## src/rtl/udp_rx_arbiter.sv

```systemverilog
// udp_rx_arbiter: frame-atomic round-robin arbiter sharing one udp_main parser between RX byte ports.
// Define UDP_ARB_TIMEOUT_EN to abort frames that stall for TIMEOUT_CYCLES mid-stream.
module udp_rx_arbiter #(
   parameter int NUM_PORTS = 4,
   parameter int TIMEOUT_CYCLES = 2048,
   localparam int PW = $clog2(NUM_PORTS)
) (
   input  logic                   main_clk,
   input  logic                   main_rst_n,
   input  logic [NUM_PORTS-1:0]   req_valid,
   input  logic [NUM_PORTS*8-1:0] req_byte,
   input  logic [NUM_PORTS-1:0]   req_last,
   output logic [NUM_PORTS-1:0]   req_ready,
   output logic [7:0]             eth_byte,
   output logic                   input_ready,
   output logic                   parser_rst,
   input  logic                   valid_ip,
   input  logic                   valid_udp,
   output logic [PW-1:0]          grant_id,
   output logic                   busy,
   output logic                   frame_done,
   output logic [PW-1:0]          frame_port,
   output logic                   frame_ip,
   output logic                   frame_udp,
   output logic                   frame_abort
);
   typedef enum logic [2:0] {IDLE, PRST, STREAM, DRAIN, DONE} state_t;
   state_t state, nxt;
   logic [PW-1:0] rr_ptr, pick, port_q;
   logic hit, beat, drn, ip_q, udp_q, tmo, ab, ab_q;
   assign req_ready = (state == STREAM) ? NUM_PORTS'(1) << grant_id : '0;
   assign beat = (state == STREAM) & req_valid[grant_id];
   assign busy = state != IDLE;
   // status is live during DONE so the parser flags are sampled in that cycle, then held
   assign frame_done = state == DONE;
   assign frame_port = frame_done ? grant_id : port_q;
   assign frame_ip = frame_done ? valid_ip & ~ab : ip_q;
   assign frame_udp = frame_done ? valid_udp & ~ab : udp_q;
   assign frame_abort = frame_done ? ab : ab_q;
   always_comb begin
      hit = 1'b0;
      pick = '0;
      for (int i = 0; i < NUM_PORTS; i++)
         if (!hit && req_valid[(int'(rr_ptr) + i) % NUM_PORTS]) begin
            hit = 1'b1;
            pick = PW'((int'(rr_ptr) + i) % NUM_PORTS);
         end
   end
   always_comb begin
      nxt = state;
      case (state)
         IDLE:    nxt = hit ? PRST : IDLE;
         PRST:    nxt = STREAM;
         STREAM:  nxt = (beat && req_last[grant_id]) ? DRAIN : (tmo ? DONE : STREAM);
         DRAIN:   nxt = drn ? DONE : DRAIN;
         default: nxt = IDLE;
      endcase
   end
   always_ff @(posedge main_clk or negedge main_rst_n) begin
      if (!main_rst_n) begin
         state <= IDLE;
         grant_id <= '0;
         rr_ptr <= '0;
         parser_rst <= 1'b1;
         eth_byte <= '0;
         input_ready <= 1'b0;
         drn <= 1'b0;
         port_q <= '0;
         ip_q <= 1'b0;
         udp_q <= 1'b0;
      end else begin
         state <= nxt;
         parser_rst <= nxt == PRST;
         input_ready <= beat;
         drn <= state == DRAIN && !drn;
         if (beat) eth_byte <= req_byte[8*grant_id +: 8];
         if (state == IDLE && hit) grant_id <= pick;
         if (state == DONE) begin
            rr_ptr <= (int'(grant_id) == NUM_PORTS - 1) ? '0 : grant_id + 1'b1;
            port_q <= grant_id;
            ip_q <= frame_ip;
            udp_q <= frame_udp;
         end
      end
   end
`ifdef UDP_ARB_TIMEOUT_EN
   logic [15:0] timer;
   assign tmo = state == STREAM && !beat && timer == 16'(TIMEOUT_CYCLES - 1);
   always_ff @(posedge main_clk or negedge main_rst_n) begin
      if (!main_rst_n) begin
         timer <= '0;
         ab <= 1'b0;
         ab_q <= 1'b0;
      end else begin
         timer <= (state != STREAM || beat) ? '0 : timer + 1'b1;
         ab <= tmo;
         if (state == DONE) ab_q <= ab;
      end
   end
`else
   assign tmo = 1'b0;
   assign ab = 1'b0;
   assign ab_q = 1'b0;
`endif
endmodule

```

## config.mk

```make
export PLATFORM = sky130hd
export DESIGN_NAME = udp_rx_arbiter
export DESIGN_NICKNAME = d
export VERILOG_FILES = /design/src/rtl/udp_rx_arbiter.sv
export SDC_FILE = /design/constraint.sdc
export NUM_CORES = 1
export LEC_CHECK = 0
export CAP_MARGIN = 25
export CORE_MARGIN = 1.5
export CORE_UTILIZATION = 39
export CTS_CLUSTER_DIAMETER = 80
export DETAILED_ROUTE_END_ITERATION = 7
export PLACE_DENSITY = 0.87
export REMOVE_ABC_BUFFERS = 1
export SLEW_MARGIN = 20
export SYNTH_ARGS = -nofsm -noshare
export SYNTH_HDL_FRONTEND = slang
export SYNTH_SLANG_ARGS = --single-unit
```

## constraint.sdc

```tcl
create_clock -name main_clk -period 1.9 [get_ports main_clk]
set_input_delay 0.57 -clock main_clk [delete_from_list [all_inputs] [get_ports main_clk]]
set_output_delay 0.57 -clock main_clk [all_outputs]
set_load 0.005 [all_outputs]
```

==> impl_metrics.csv <==
group,metric,value,unit
drt,dr_total_vias,1234,
pwr,powerDensity,1270,nW/um^2
clock_network,clock_latency,320,ps
synthesis,synthTopCellsByArea,"dfrtp_1, mux4_2, mux2_2",
grt,overflow,0,
synthesis,synth.distinct_cells,32,
clock_network,cts_htree_levels,1,
cells_and_area,diodes,0,
cells_and_area,nets,244,
synthesis,syn_inst,96,
setup_path,critPathKind,"reg -> out",
sta,fmax,0.456,GHz
setup_path,critPathTopFamily,"flip-flops",
floorplan,rows,20,
sta,fin_crit,2190,ps
synthesis,syn_avg_cell_area,13.5,sq um
drt,routed_wl,4610,um
pwr,vdd_ir_drop_max,0.518,mV
clock_network,root_buffer,"clkbuf_4",
drt,drtAntennaViolNets,0,
synthesis,synth_fa_ha_area_share,3.86,%
placement,numPortBuffers,65,
cells_and_area,final_common_cell,"clkdlybuf4s50_1",
grt,antenna_found_initial,0,
synthesis,ys_ff_latch,22,
clock_network,cts_buffers,3,
drt,drt_pass1_iterations,4,
placement,dpl_cell_area,2110,sq um
setup_path,setup.worst_path.end_class,"output pin",
synthesis,ys_warn_count,0,
synthesis,synth_compound_gate_area_share,5.69,%
sta,setup_ws,-291,ps
drt,avgRoutedWirePerCell,19.3,um
outcome,status,"complete, but fails checks",
sta,rsz0062_at_grt,"true",
grt,grt_usage,23.8,%
setup_path,crit_top_cell,"buf_6",
floorplan,ios,67,
synthesis,synth_area,1300,sq um
floorplan,dieHeight,60.7,um
grt,grt_max_degree,23,
clock_network,cts_tree,"done",
setup_path,crit_path_start,"state[0]",
sta,hold_violations,0,
outcome,violations,"setup timing",
cells_and_area,final_cell_mix,"clkdlybuf4s50_1, buf_4, dfrtp_1",
setup_path,r2r_start,"state[1]",
synthesis,synth-seq-area-share,42.5,%
sta,setup_viol,10,
setup_path,crit_required,1330,ps
synthesis,synth_mux_area_share,31.2,%
cells_and_area,stdcell_area,2370,sq um
sta,period_share,115,%
synthesis,synth_edf_count,0,
synthesis,synth_top_area_share,40.5,%
floorplan,fp.dieW,60.7,um
drt,drt-vias-per-instance,5.16,
cells_and_area,syn2layout_area_growth,82.4,%
placement,hpwl,2920,um
clock_network,ctsHoldBuffers,0,
setup_path,cp-start-kind,"flop",
setup_path,slowest_stage,"dfrtp_1",
drt,drc,0,
flow_run,cap_viol_max_count,0,
drt,drt_iter0_markers,33,
cells_and_area,drive_gt1_share,43.6,%
setup_path,critPathMaxStageDelay,400,ps
clock_network,clock-sinks,22,
worst_hold_path,hold_class,"reg -> reg",
clock_network,clk_pin_slew_worst_paths,110,ps
sta,finalMaxSlewViolations,0,
grt,grt_pass1_vias,1274,
setup_path,path_max_fanout,3,
clock_network,cts_buffer_depth,2,
setup_path,cp.arrival,1620,ps
synthesis,synth_top_family_by_area,"multiplexers",
setup_path,critPathBufInv,3,
pwr,p_total,3.01,mW
synthesis,synth_flop_cell,"dfrtp_1",
synthesis,synth_top_cell_by_area,"dfrtp_1",
sta,fin_skew,17.8,ps
setup_path,crit_chain,"nor3b_2 -> buf_4 -> buf_6 -> mux2_4 -> buf_6",
synthesis,synthXorXnorAreaFrac,0,%
synthesis,ys_async_sr_fraction,100,%
grt,grt_pass1_wl,6200,um
sta,holdWs,481,ps
worst_hold_path,hold_path.startpoint,"drn",
pwr,p_leak,1.07,nW
synthesis,synth-simple-area-share,11.6,%
floorplan,core_area,3100,sq um
floorplan,start_util,41.8,%
floorplan,die_area,3680,sq um
placement,gp_congestion,0.749,
-- cell type report --
class                           count  area [sq um]
Timing Repair Buffer              100           963
Inverter                            5          18.8
Tap cell                           44          55.1
Multi-Input combinational cell     64           748
Fill cell                         188           737
Sequential cell                    22           554
Clock buffer                        4          26.3
-- routing by layer --
layer | global-route usage [%] | wire (um) | vias up
met5 | 0 | 0 | -
met4 | 7.14 | 59 | 0
met3 | 6.61 | 428 | 6
met2 | 42.5 | 2300 | 55
met1 | 27.7 | 1820 | 612
li1 | - | - | 561
-- repair_timing --
action / 4_1_cts / 5_1_grt
gates cloned: 0 / 1
setup endpoints to repair: 12 / 20
gates resized for setup: 62 / 9
buffers inserted: 13 / 3
pin swaps: 4 / 2
-- flip-flops by register name, indices dropped and copies added (netlist names) --
signal and count:
state 3, grant_id 2, drn 1, input_ready 1, rr_ptr 2, port_q 2, udp_q 1, parser_rst 1
eth_byte 8, ip_q 1
-- cells in the mapped netlist, types with 3 or more instances --
library cell and n:
ha_1 4, dfrtp_1 21, inv_1 5, and3_1 4
mux2_2 16, mux4_2 10, nor3b_1 3
-- worst paths after layout --
| kind | slack, ps | to | cells after the start |
|---|---|---|---|
| setup reg to reg | 10 | grant_id[1] | 6 |
| hold / removal | 480 | drn | 1 |
| min in group asynchronous | 600 | eth_byte[6] | 2 |
| max in group asynchronous | 1000 | parser_rst | 2 |
| setup / recovery | -290 | frame_port[1] | 5 |
| hold reg to reg | 480 | drn | 1 |
-- cells by family after synthesis --
logic type                 after synthesis
other                                    1
AOI/OAI and AO/OA                       10
and+or+nand+nor                         22
muxes                                   26
buffers and inverters                   11
DFF                                     22
adders and majority gates                4
-- power by group --
| part | switching, mW | internal, mW |
|---|---|---|
| Combinational | 0.723 | 1.21 |
| Sequential | 0.157 | 0.685 |
| Clock | 0.148 | 0.0823 |
-- per-stage QoR --
step	setup WS [ps]	cells	utilization, %	setup TNS [ps]
after global placement	-349	219	68.0	-3970
final	-291	239	76.3	-2240
after floorplan	-387	90	-	-2240
after CTS	-242	235	74.1	-1720
after detailed placement	-391	219	68.0	-4420
after global routing	-373	239	76.3	-3070
No activity file was read; power rests on OpenSTA's default activity.
